===== src/rtl/in_port_fifo.sv =====
// in_port_fifo: queues words from an external device and presents the oldest
// one to the datapath's InPort bus source. A Strobe rising edge pushes one word.
// The falling edge of InPortout pops the word that the bus transfer just read.
module in_port_fifo #(
  parameter int WIDTH = 32,
  parameter int DEPTH = 4,
  parameter int CW    = $clog2(DEPTH) + 1
) (
  input  logic             Clock,
  input  logic             Clear,
  input  logic             Strobe,
  input  logic [WIDTH-1:0] ExtData,
  input  logic             InPortout,
  input  logic             FlagClr,
  output logic [WIDTH-1:0] BusMuxIn_InPort,
  output logic             Empty,
  output logic             Full,
  output logic [CW-1:0]    Count,
  output logic             Overflow,
  output logic             Underflow
);

  localparam int AW = (DEPTH > 1) ? $clog2(DEPTH) : 1;

  logic [WIDTH-1:0] r_mem [DEPTH];
  logic [AW-1:0]    r_wr_ptr;
  logic [AW-1:0]    r_rd_ptr;
  logic [CW-1:0]    r_count;
  logic             r_strobe_d;
  logic             r_inport_d;
  logic             r_overflow;
  logic             r_underflow;

  logic             w_empty;
  logic             w_full;
  logic             w_push_req;
  logic             w_pop_req;
  logic             w_push_ok;
  logic             w_pop_ok;

  // Status decode plus edge detection and same-cycle push/pop arbitration.
  // A full FIFO still accepts a push when a pop frees a slot in that cycle.
  // An empty FIFO rejects a pop even if a push arrives in the same cycle.
  always_comb begin
    w_empty    = (r_count == '0);
    w_full     = (r_count == CW'(DEPTH));
    w_push_req = Strobe & ~r_strobe_d;
    w_pop_req  = r_inport_d & ~InPortout;
    w_pop_ok   = w_pop_req & ~w_empty;
    w_push_ok  = w_push_req & (~w_full | w_pop_ok);
  end

  // Delayed copies of Strobe and InPortout, used by the edge detectors.
  always_ff @(posedge Clock or negedge Clear) begin
    if (!Clear) begin
      r_strobe_d <= 1'b0;
      r_inport_d <= 1'b0;
    end else begin
      r_strobe_d <= Strobe;
      r_inport_d <= InPortout;
    end
  end

  // Storage is written only on an accepted push. A pop leaves the entry untouched.
  always_ff @(posedge Clock or negedge Clear) begin
    if (!Clear) begin
      for (int i = 0; i < DEPTH; i++) r_mem[i] <= '0;
    end else if (w_push_ok) begin
      r_mem[r_wr_ptr] <= ExtData;
    end
  end

  // Pointers wrap naturally because DEPTH is a power of two.
  // The occupancy count moves by the net change of accepted pushes and pops.
  always_ff @(posedge Clock or negedge Clear) begin
    if (!Clear) begin
      r_wr_ptr <= '0;
      r_rd_ptr <= '0;
      r_count  <= '0;
    end else begin
      if (w_push_ok) r_wr_ptr <= r_wr_ptr + AW'(1);
      if (w_pop_ok)  r_rd_ptr <= r_rd_ptr + AW'(1);
      r_count <= r_count + CW'(w_push_ok) - CW'(w_pop_ok);
    end
  end

  // Sticky error flags. A set event in the same cycle beats FlagClr.
  always_ff @(posedge Clock or negedge Clear) begin
    if (!Clear) begin
      r_overflow  <= 1'b0;
      r_underflow <= 1'b0;
    end else begin
      if (w_push_req & ~w_push_ok) r_overflow <= 1'b1;
      else if (FlagClr)            r_overflow <= 1'b0;
      if (w_pop_req & w_empty)     r_underflow <= 1'b1;
      else if (FlagClr)            r_underflow <= 1'b0;
    end
  end

  // Outputs come only from registered state, so ExtData cannot glitch the bus.
  always_comb begin
    BusMuxIn_InPort = w_empty ? '0 : r_mem[r_rd_ptr];
    Empty           = w_empty;
    Full            = w_full;
    Count           = r_count;
    Overflow        = r_overflow;
    Underflow       = r_underflow;
  end

endmodule


===== config.mk =====
export PLATFORM = sky130hd
export DESIGN_NAME = in_port_fifo
export DESIGN_NICKNAME = d
export VERILOG_FILES = /design/src/rtl/in_port_fifo.sv
export SDC_FILE = /design/constraint.sdc
export NUM_CORES = 1
export LEC_CHECK = 0
export CAP_MARGIN = 20
export CORE_MARGIN = 2
export CORE_UTILIZATION = 43
export DETAILED_ROUTE_END_ITERATION = 10
export PLACE_DENSITY = 0.71
export SLEW_MARGIN = 40
export SYNTH_ARGS = -nofsm -noshare
export SYNTH_HDL_FRONTEND = slang
export SYNTH_SLANG_ARGS = --single-unit

===== constraint.sdc =====
create_clock -name Clock -period 5.8 [get_ports Clock]
set_clock_uncertainty 0.15 [all_clocks]
set_input_delay 0.87 -clock Clock [delete_from_list [all_inputs] [get_ports Clock]]
set_output_delay 0.87 -clock Clock [all_outputs]
set_load 0.01 [all_outputs]

Word level (Yosys, flattened, before mapping)
Cells that the tools add are included.

cells by class
  add/subtract/negate cells = 4
  $mul = 0
  divide/modulo/power cells = 0
  $lt $le $gt $ge = 3
  equality and inequality tests = 1
  shift operators = 0
  muxes and demuxes = 10
  bitwise operators = 14
  reductions and logical operators = 4

operators by type and width
  cell                                                 count
  bitwise mux 128 bit                                  1
  two-way mux 32 bit                                   4
  binary-select mux 32 bit (select 2 bit)              1
  demux 32 bit (select 2 bit)                          1
  AND 1 bit                                            6
  >= comparator 3 bit (second input constant)          2
  NOT 2 -> 3 bit                                       2
  NOT 1 bit                                            5
  adder 2 x 1 -> 2 bit (second input constant)         2
  nonzero test 2 bit                                   2
  adder 3 x 1 -> 3 bit                                 1
  equality test 3 bit (second input constant)          1
  zero test 3 bit                                      1
  < comparator 3 x 1 -> 1 bit (second input constant)  1
  two-way mux 1 bit                                    3
  subtractor 3 x 1 -> 3 bit                            1
  logical AND 1 bit                                    1
  bitwise OR 1 bit                                     1

storage, ports and cells
  bits in registers = 139
  bits in latches = 0
  RAM bits = 0
  bits in read-only memories = 0
  input bits = 37
  output and inout port bits = 39
  word-level logic and storage cells = 47
  memories = 0

Longest topological paths before layout
Gate-level depths: netlist of the first run.

  depth after elaboration = 8
  depth in mapped cells = 10
  gate-level depth less buffers = 10

Worst setup path after synthesis of the first run
OpenSTA, ideal clock, no wires.

  path kind = input port to flip-flop
  from = in InPortout
  to = reg r_count[2] (netlist: Count[2])
  arrival time = 2.443 ns
  data required time = 5.527 ns
  path slack = 3.085 ns
  stages on the path = 9
  buffers on the path = 0
  cells stage by stage = nand2b_1 > a21oi_1 > inv_1 > ha_1 > inv_1 > ha_1 > fa_1 > xnor2_1 > xnor2_1

on the way
  longest elaborated chain between the ends = 7

RTL lines
  item                           RTL line  RTL
  from (decl)                    13        input logic InPortout,
  NOT 1 bit (*)                  48        w_pop_req = r_inport_d & ~InPortout;
  AND 1 bit (*)                  48
  AND 1 bit (*)                  49        w_pop_ok = w_pop_req & ~w_empty;
  bitwise OR 1 bit               50        w_push_ok = w_push_req & (~w_full | w_pop_ok);
  AND 1 bit                      50
  adder 3 x 1 -> 3 bit           83        r_count <= r_count + CW'(w_push_ok) - CW'(w_pop_ok);
  subtractor 3 x 1 -> 3 bit (*)  83
  to (signal assigned)           83
  to (decl)                      28        logic [CW-1:0] r_count;

Mark *: on every way between the ends. The rest lies on a longest branch, timed or not.
A chain may end at the register's enable or synchronous reset.

Worst setup path after layout of the first run
  from = reg r_rd_ptr[0]
  to = out BusMuxIn_InPort[12]

on the way
  longest elaborated chain between the ends = 5

RTL lines
  item                                                   RTL line  RTL
  from (decl)                                            27        logic [AW-1:0] r_rd_ptr;
  from (signal assigned)                                 82        if (w_pop_ok) r_rd_ptr <= r_rd_ptr + AW'(1);
  NOT 2 -> 3 bit (not written as such)                   102       BusMuxIn_InPort = w_empty ? '0 : r_mem[r_rd_ptr];
  binary-select mux 32 bit (select 2 bit)                102
  two-way mux 32 bit (not written as such) (2 in a row)  102
  two-way mux 32 bit                                     102
  to (decl)                                              15        output logic [WIDTH-1:0] BusMuxIn_InPort,

No other way between the ends. The select of a mux whose other input is x is not followed.

==> summary.md, run 1 <==
| Metric | Value |
|---|---|
| Vias in the first global route | 4019 |
| Deepest clock path buffer count | 2 |
| DRC errors left | 0 |
| Peak supply drop | about 340 uV |
| Cell taking the most area after synthesis | dfrtp_1 |
| Die area | 0.0171 mm2 |
| Hold Buf Count CTS | 0 |
| First-pass DRT Iterations | 4 |
| Crit share post-route | 0.671 |
| Area Overhead vs Synth | 21.4% |
| Worst flop-to-flop path startpoint | Count[1] |
| TritonCTS Buffers | 17 |
| Port-buffer cells | 75 |
| Setup TNS | 0 ns |
| Fin. Hold Viols | 0 |
| EDFF count, synth | 0 |
| FP Rows | 46 |
| Crit end category | primary output |
| WL/cell | roughly 19 um |
| Flops & latches, synth | 139 |
| Initial Util | 0.438 |
| Crit start category | flop |
| Most numerous cell in the Yosys netlist | dfrtp_1 |
| Detailed Place HPWL | 8090 um |
| Post-route ant nets | 0 |
| Initial DRC Count | 184 |
| Worst path cell trace | buf_4 > mux4_2 > nor2b_1 > clkdlybuf4s50_1 |
| Ys async rst share | 1.00 |
| FF+latch area | 0.00348 mm2 |
| Core area | roughly 0.016 mm2 |
| Arrival @ worst endpoint | 2.87 ns |
| RR Endpoint | Count[2] |
| Primary FF master, synth | dfrtp_1 |
| Grt ovf | 0 |
| Syn avg cell area | 17.6 um2 |
| Top-area cell type share of the netlist area | 0.504 |
| Maximum number of pins on one net before global-route repair | 80 |
| Routed WL | ~14000 um |
| CTS resizes | 0 |
| Post-route setup slack | 1.91 ns |
| Initial antenna violation count | 0 |
| Cell Area, Synth | 0.00691 mm2 |
| Outcome | complete, no violations |
| Multi-input logic area | around 0.0031 mm2 |
| Final RePlAce weighted congestion | 0.695 |
| Syn Nets | 437 |
| Postcts setup bufs | 0 |
| RSZ-0062 raised after global routing | no |
| CP Max Fanout | 18 |
| Leakage | 3.62 nW |
| Slew of the pin with the lowest slew margin | 0.739 ns |
| Synth top cells by count | dfrtp_1, mux2_4, nor2b_1, mux4_2, buf_12 |
| Critical Path Max Stage Delay | around 0.76 ns |
| First-pass GRT wire length | 22500 um |
| Setup WS pre-CTS | 2.31 ns |
| Clock slew at reported path FFs | ~0.06 ns |
| Yosys warns | 0 |
| Post-synthesis cell type count | 23 |
| Final setup viols | 0 |
| I/O pin count | 76 |
| Sink Count | 139 |
| Die Width | 131 um |
| Final-stage net count | 511 |
| Root buffer cell | clkbuf_16 |
| Tot GR Track Use | 0.176 |
| Min cycle time layout | between 3 and 4 ns |
| Power per Cell Area | 642 mW/mm2 |
| Top cells by area in the synthesized netlist | dfrtp_1, mux2_4, mux4_2, buf_12, nor2b_1 |
| TritonCTS clock tree | built |
| Gate Count Post-Synth | 393 |
| Final Cell Area | around 0.0084 mm2 |
| Worst Reg2Reg Path Length in Cells | 9 |
| Vias per cell | 5.07 |
| Fill cells | 1293 |
| Fmax | 257 MHz |
| CP max-delay cell | dfrtp_2 |
| H-tree level count | 4 |
| Chip height | 131 um |
| Worst Hold Slack | 0.344 ns |
| Max-cap violations | 0 |
| Post-DP Area | 0.00767 mm2 |
| Later-pin clock latency in the skew report | 0.42 ns |
| Worst Hold Class | in2async |
| Rel. slew slack | 0.507 |
| Layout cell share with drive strength beyond 1 | 0.427 |
| N_diodes | 0 |
| Sequential-to-total area share from yosys stat | 0.504 |
| Via count | 3532 |
| Worst reg-to-reg setup slack | 3.17 ns |
| Max-slew violations | 0 |
| Data required time at the worst endpoint | 4.78 ns |
| Setup CP Type | reg2out |
## placed cells by master, fill, tap and decap left out
cell / n
a21oi_1: 1
buf_4: 2
buf_6: 2
bufinv_16: 7
clkbuf_16: 17
clkbuf_8: 3
clkdlybuf4s50_1: 74
clkinv_2: 3
clkinvlp_4: 2
dfrtp_1: 137
dfrtp_2: 1
dfrtp_4: 1
fa_1: 1
ha_1: 6
inv_1: 9
mux2_2: 9
mux2_4: 120
mux4_2: 32
nand2_1: 2
nand2b_1: 2
nand3b_1: 1
nor2_1: 1
nor2b_1: 34
nor3_2: 1
o211a_4: 4
o21ai_0: 1
o22ai_1: 1
or3b_4: 1
xnor2_1: 4
xor2_1: 1
## area by class of cell
type	count	area share
inverters	9	0.00403
repair buffers	78	0.0928
flip-flops and latches	139	0.415
clock buffers	20	0.0556
well taps	216	0.0322
multi-input cells	222	0.371
clock inverters	12	0.0286
## flip-flops by register name, summed over array words and instances (netlist names)
signal	count
Count	3
r_mem	128
r_rd_ptr	2
Underflow	1
r_wr_ptr	2
Overflow	1
r_strobe_d	1
r_inport_d	1
## critical path, delay by kind of cell (launching register included)
family / cells / cell delay [ns]
flip-flops: 1 / 0.76
multiplexers: 1 / 0.57
buffers and inverters: 2 / 0.96
AND/OR/NAND/NOR: 1 / 0.15
## cell families after synthesis
group,synth area share
buffers and inverters,0.0464
adders and majority gates,0.0138
muxes,0.380
and+or+nand+nor,0.0377
AOI/OAI and AO/OA,0.0125
xor gates and xnor gates,0.00634
DFF,0.504
## power breakdown
group	switching, W	internal [W]
Combinational	0.000715	0.00157
Sequential	0.000366	0.00145
Clock	0.000402	0.000882
## stage by stage
step / std cells / total power [W] / util
after detailed placement: 664 / 0.00412 / 0.487
after global placement: 664 / 0.00407 / 0.487
after floorplan: 393 / 0.00333 / -
after CTS: 696 / 0.00544 / 0.531
after global routing: 696 / 0.00568 / 0.532
final: 696 / 0.00539 / 0.532
## per-layer routing
metal | GRT usage | wire length (um)
met1 | 0.248 | 6490
met2 | 0.267 | 6450
met3 | 0.0423 | 413
met4 | 0.0663 | 208
met5 | 0 | 0
## how the worst max path moves through the flow
stage	from	endpoint	slack, ns	cells after the start
final	r_rd_ptr[0]	BusMuxIn_InPort[12]	1.91	4
after global routing	r_rd_ptr[0]	BusMuxIn_InPort[7]	1.73	4
after CTS	r_rd_ptr[0]	BusMuxIn_InPort[12]	1.84	4
after detailed placement	r_rd_ptr[0]	BusMuxIn_InPort[9]	2.31	4
after global placement	r_rd_ptr[0]	BusMuxIn_InPort[13]	2.29	4
after floorplan	InPortout	Count[2]	3.08	9
Note: power is estimated with default switching activity, not from simulation.
==> run 2: changes to the inputs <==
Clock period 5.8 ns to 4 ns, I/O delays scaled along.
==> run 2 against run 1 <==
  * The flow now finishes with violations (negative hold slack)
  * Register-to-register slack got worse by 1.7 ns
  * Power up 38%
  * Non-clock buffer count up 4
  * Die area stayed put
  * Clock power up 13%
  * Sequential share of layout area grew 0.52 points
==> summary.md, run 2 (synthesized netlist as in run 1, its figures left out) <==
| Metric | Value |
|---|---|
| Slew of the pin with the lowest slew margin | 0.766 ns (+0.0270 ns) |
| Top reg by flops | r_mem |
| TritonCTS clock tree | built |
| Worst Hold Slack | -0.0258 ns (-0.369 ns) |
| I/O pin count | 76 (unchanged) |
| FF+latch area | 0.00348 mm2 (about the same) |
| Data required time at the worst endpoint | 3.25 ns (-1.53 ns) |
| Power per Cell Area | 896 mW/mm2 (+39%) |
| Highest metal used | met4 |
| Fill cells | 1281 (-0.93%) |
| Vias in the first global route | 3875 (-3.6%) |
| Internal power | 0.00532 W (+36%) |
| Final RePlAce weighted congestion | 0.728 (+4.7%) |
| Clock network power share | 0.196 (-0.042) |
| DRC errors left | 0 (unchanged) |
| Peak supply drop | 479 uV (+42%) |
| RSZ-0062 raised after global routing | no |
| Fmax | 302 MHz |
| FP Rows | 46 (unchanged) |
| Comb pwr share | 0.459 (+0.035) |
| Die Width | 131 um (unchanged) |
| Rel. slew slack | 0.489 (-0.0180) |
| Via count | 3504 (-0.79%) |
| Worst path cell trace | buf_12 > mux4_2 > nor2b_1 > clkdlybuf4s50_1 |
| Setup CP Type | reg2out |
| Arrival @ worst endpoint | 2.56 ns (-0.31 ns) |
| Critical Path Max Stage Delay | 0.65 ns (-0.11 ns) |
| Max reg flops | 128 (unchanged) |
| Detailed Place HPWL | 7930 um (-2.0%) |
| Setup TNS | 0 ns (unchanged) |
| Chip height | 131 um (unchanged) |
| Core area | 0.0158 mm2 (unchanged) |
| Met2 Wirelength | 6440 um (-0.22%) |
| H-tree level count | 4 (unchanged) |
| Initial DRC Count | 207 (+13%) |
| CTS resizes | 0 (unchanged) |
| Initial Util | 0.438 (unchanged) |
| Post-route ant nets | 0 (unchanged) |
| Maximum number of pins on one net before global-route repair | 118 (+48%) |
| Postcts setup bufs | 0 (unchanged) |
| Max-slew violations | 0 (unchanged) |
| Sink Count | 139 (unchanged) |
| Clock slew at reported path FFs | 0.05 ns (about the same) |
| First-pass DRT Iterations | 4 (unchanged) |
| Met3 wire len | 458 um (+11%) |
| Outcome | finished, violations left |
| Deepest clock path buffer count | 2 (unchanged) |
| Port-buffer cells | 75 (unchanged) |
| Max-cap violations | 0 (unchanged) |
| Later-pin clock latency in the skew report | 0.41 ns (about the same) |
| Leakage | 3.58 nW (-1.3%) |
| CP Max Fanout | 23 (+5) |
| Initial antenna violation count | 0 (unchanged) |
| Hold Buf Count CTS | 0 (unchanged) |
| Worst Hold Class | in2async |
| Worst flop-to-flop path startpoint | Count[2] |
| Area Overhead vs Synth | 19.8% |
| Grt ovf | 0 (unchanged) |
| Most common cell after layout, fill and taps aside | dfrtp_1 |
| Final setup viols | 0 (unchanged) |
| WL/cell | 19.3 um (-1.1%) |
| Share of power burned in registers | 0.345 (+0.007) |
| Crit start category | flop |
| CP max-delay cell | dfrtp_2 |
| Multi-input logic area | 0.00311 mm2 (unchanged) |
| Die area | 0.0171 mm2 (unchanged) |
| Fin. Hold Viols | 10 (+10) |
| Layout cell share with drive strength beyond 1 | 0.416 (-0.0113) |
| Tot GR Track Use | 0.172 (-0.00364) |
| Root buffer cell | clkbuf_16 |
| Post-route setup slack | 0.688 ns (-1.22 ns) |
| Switching share of power | 0.283 (+0.00736) |
| Final-stage net count | 515 (+0.78%) |
| Crit end category | primary output |
| N_diodes | 0 (unchanged) |
| First-pass GRT wire length | 22100 um (-1.9%) |
| Switch Pwr | 0.00210 W (+41%) |
| Worst setup path start | r_rd_ptr[0] |
| Routed WL | 13400 um (-0.96%) |
| Crit share post-route | 0.828 |
| Violated checks | negative hold slack |
| Setup WS pre-CTS | 0.943 ns (-1.37 ns) |
| Most frequent cells in the layout | dfrtp_1, mux2_4, clkdlybuf4s50_1 |
| Min cycle time layout | 3.31 ns |
| M1 WL | 6390 um (-1.5%) |
| TritonCTS Buffers | 17 (unchanged) |
| Vias per cell | 5.03 (-0.94%) |
==> run 2: power groups by stage <==
stage | logic [W] | registers (W) | clock network, W
2_1_floorplan | 0.00244 | 0.00238 | 0
3_3_place_gp | 0.00339 | 0.00253 | 0
3_5_place_dp | 0.00344 | 0.00256 | 0
4_1_cts | 0.00346 | 0.00256 | 0.00148
5_1_grt | 0.00365 | 0.00265 | 0.00156
6_report | 0.00340 | 0.00256 | 0.00145
==> run 2: cell type report <==
cell class / count / area share
clock buffers: 27 / 0.0608
flip-flops and latches: 139 / 0.420
well taps: 216 / 0.0326
repair buffers: 82 / 0.102
multi-input cells: 222 / 0.376
inverters: 9 / 0.00408
clock inverters: 2 / 0.00423
==> run 2: path summary, 6_finish.rpt <==
kind                                  endpoint  slack (ns)  cells past startpoint
hold / removal                       r_mem[29]       -0.03                      1
hold reg to reg                      r_mem[32]        0.35                      1
max in group asynchronous            r_mem[48]        2.83                      3
setup / recovery           BusMuxIn_InPort[10]        0.69                      4
min in group Clock                   r_mem[32]        0.35                      1
setup reg to reg                      Count[2]        1.45                     10
==> run 2: metal layers <==
metal | up-vias | track usage
met5 | - | 0
met1 | 1867 | 0.249
met4 | 0 | 0.0469
met3 | 14 | 0.0419
met2 | 57 | 0.263
li1 | 1566 | -
==> run 2: through the flow <==
step / total power [W] / cell area, um2 / cells / utilization / hold slack [ns]
after detailed placement: 0.00600 / 7710 / 667 / 0.489 / 0.338
after global routing: 0.00786 / 8280 / 697 / 0.525 / 0.00644
final: 0.00741 / 8280 / 697 / 0.525 / -0.0258
after global placement: 0.00592 / 7710 / 667 / 0.489 / 0.335
after floorplan: 0.00482 / 6910 / 393 / - / 0.154
after CTS: 0.00750 / 8250 / 696 / 0.523 / 0.158
==> run 2: critical path: cells and delay by family, from the launching register on <==
family | cells | cell delay [ns]
AND/OR/NAND/NOR | 1 | 0.16
flip-flops | 1 | 0.65
multiplexers | 1 | 0.53
buffers and inverters | 2 | 0.80
==> run 3: changes to the inputs <==
Clock period 4 ns to 3.37 ns, I/O delays scaled along.
==> run 3 against run 2 <==
  * The flow now finishes without violations
  * Sequential share of layout area fell by 0.75 points
  * Flip-flop and latch count did not move
  * Power rose by 21%
  * Utilization rose by 0.95 points
  * Clock power rose by 28%
  * Cell area rose by 1.8%
  * Die area did not move
  * Via count rose by 2.9%
  * Sequential power rose by 18%
  * Combinational power rose by 21%
==> summary.md, run 3 (synthesized netlist as in run 1, its figures left out) <==
| Metric | Value |
|---|---|
| Outcome | complete, no violations |
| Top delay family on crit path | buffers and inverters |
| Core area | 0.0158 mm2 (unchanged) |
| DP Cell Count | 675 (+1.2%) |
| Crit share post-route | 0.897 |
| Via count | 3606 (+2.9%) |
| Die area | 0.0171 mm2 (unchanged) |
| Worst path cell trace | buf_4 > mux4_2 > nor2b_1 > clkdlybuf4s50_1 |
| Later-pin clock latency in the skew report | 0.41 ns (about the same) |
| Initial DRC Count | 154 (-26%) |
| H-tree level count | 4 (unchanged) |
| Port-buffer cells | 75 (unchanged) |
| Final-stage net count | 523 (+1.6%) |
| Critical path buffers and inverters | 2 (unchanged) |
| Vias in the first global route | 4158 (+7.3%) |
| Max-cap violations | 0 (unchanged) |
| TritonCTS Buffers | 17 (unchanged) |
| Postcts setup bufs | 0 (unchanged) |
| Setup TNS | 0 ns (unchanged) |
| Post-route ant nets | 0 (unchanged) |
| Chip height | 131 um (unchanged) |
| Arrival @ worst endpoint | 2.37 ns (-0.19 ns) |
| Tot GR Track Use | 0.181 (+0.00919) |
| Clock slew at reported path FFs | 0.06 ns (about the same) |
| Die Width | 131 um (unchanged) |
| Peak supply drop | 579 uV (+21%) |
| Setup CP Type | reg2out |
| FP Rows | 46 (unchanged) |
| Max-slew violations | 0 (unchanged) |
| Root buffer cell | clkbuf_16 |
| Maximum number of pins on one net before global-route repair | 71 (-40%) |
| Slew of the pin with the lowest slew margin | 0.654 ns (-0.112 ns) |
| Crit end category | primary output |
| Rel. slew slack | 0.564 (+0.0746) |
| CP Max Fanout | 19 (-17%) |
| Most common cell after layout, fill and taps aside | dfrtp_1 |
| First-pass GRT wire length | 23200 um (+4.9%) |
| Worst Hold Class | reg2reg |
| Sink Count | 139 (unchanged) |
| Fmax | around 330 MHz |
| Initial Util | 0.438 (unchanged) |
| Fin. Hold Viols | 0 (-10) |
| Final RePlAce weighted congestion | 0.740 (+1.7%) |
| Grt ovf | 0 (unchanged) |
| Top reg by flops | r_mem |
| Critical Path Max Stage Delay | 0.56 ns (-0.09 ns) |
| Detailed Place HPWL | 8760 um (+10%) |
| CP max-delay cell | mux4_2 |
| Layout Cells excl Fill | 708 (+1.6%) |
| Final setup viols | 0 (unchanged) |
| Routed WL | 13900 um (+3.8%) |
| Area Overhead vs Synth | 22.0% |
| Min cycle time layout | 3.02 ns |
| First-pass DRT Iterations | 4 (unchanged) |
| Layout cell share with drive strength beyond 1 | 0.435 (+0.0192) |
| Fill cells | 1304 (+1.8%) |
| RSZ-0062 raised after global routing | no |
| Data required time at the worst endpoint | 2.71 ns (-0.54 ns) |
| Most frequent cells in the layout | dfrtp_1, mux2_4, clkdlybuf4s50_1 |
| TritonCTS clock tree | built |
| Leakage | 3.64 nW (+1.8%) |
| Power per Cell Area | 1070 mW/mm2 (+19%) |
| Deepest clock path buffer count | 2 (unchanged) |
| WL/cell | 19.7 um (+2.2%) |
| N_diodes | 0 (unchanged) |
| Crit start category | flop |
| DRC errors left | 0 (unchanged) |
| I/O pin count | 76 (unchanged) |
| Initial antenna violation count | 0 (unchanged) |
| Max reg flops | 128 (unchanged) |
| CTS resizes | 0 (unchanged) |
| Vias per cell | 5.09 (+1.3%) |
run 3: timing repair:
item                                   CTS  global route
setup endpoints to repair                0             0
endpoints found under the hold margin   68             0
hold buffers                             1             0
run 3: worst paths after layout:
| kind | cells after the start | startpoint | slack [ns] | end |
|---|---|---|---|---|
| worst min register to register | 1 | r_mem[51] | 0.35 | r_mem[51] |
| worst max-delay path | 4 | r_rd_ptr[0] | 0.35 | BusMuxIn_InPort[30] |
| min in group asynchronous | 2 | Clear | 0.51 | r_mem[57] |
| worst max register to register | 10 | Count[2] | 0.80 | Count[2] |
| worst min-delay path | 1 | r_mem[51] | 0.35 | r_mem[51] |
| max in group asynchronous | 3 | Clear | 1.77 | r_mem[83] |
run 3: layer usage:
layer,GRT usage,part of all wire,vias up
met3,0.0432,0.034,12
met2,0.288,0.49,63
met1,0.249,0.47,1943
li1,-,-,1588
met5,0,0,-
met4,0.0588,0.013,0
run 3: metrics by stage:
| stage | cell area (um2) | utilization | hold slack [ns] | total power, W | setup WS, ns |
|---|---|---|---|---|---|
| finish | 8430 | 0.534 | 0.355 | 0.00900 | 0.346 |
| global route | 8430 | 0.534 | 0.361 | 0.00953 | 0.226 |
| CTS | 8430 | 0.534 | 0.358 | 0.00911 | 0.298 |
| detailed placement | 7830 | 0.497 | 0.340 | 0.00719 | 0.416 |
| global placement | 7830 | 0.497 | 0.335 | 0.00706 | 0.499 |
| floorplan | 6910 | - | 0.0599 | 0.00572 | 0.857 |
run 3: power by group:
group	internal, W	switching, W
Sequential	0.00250	0.000513
Clock	0.00112	0.000738
Combinational	0.00276	0.00138
run 3: final cells by class:
class | instances | area, um2 | area share
clock buffers | 20 | 447 | 0.0530
clock inverters | 12 | 140 | 0.0166
inverters | 9 | 33.8 | 0.00401
multi-input cells | 222 | 3110 | 0.370
flip-flops and latches | 139 | 3480 | 0.413
well taps | 216 | 270 | 0.0321
repair buffers | 90 | 942 | 0.112
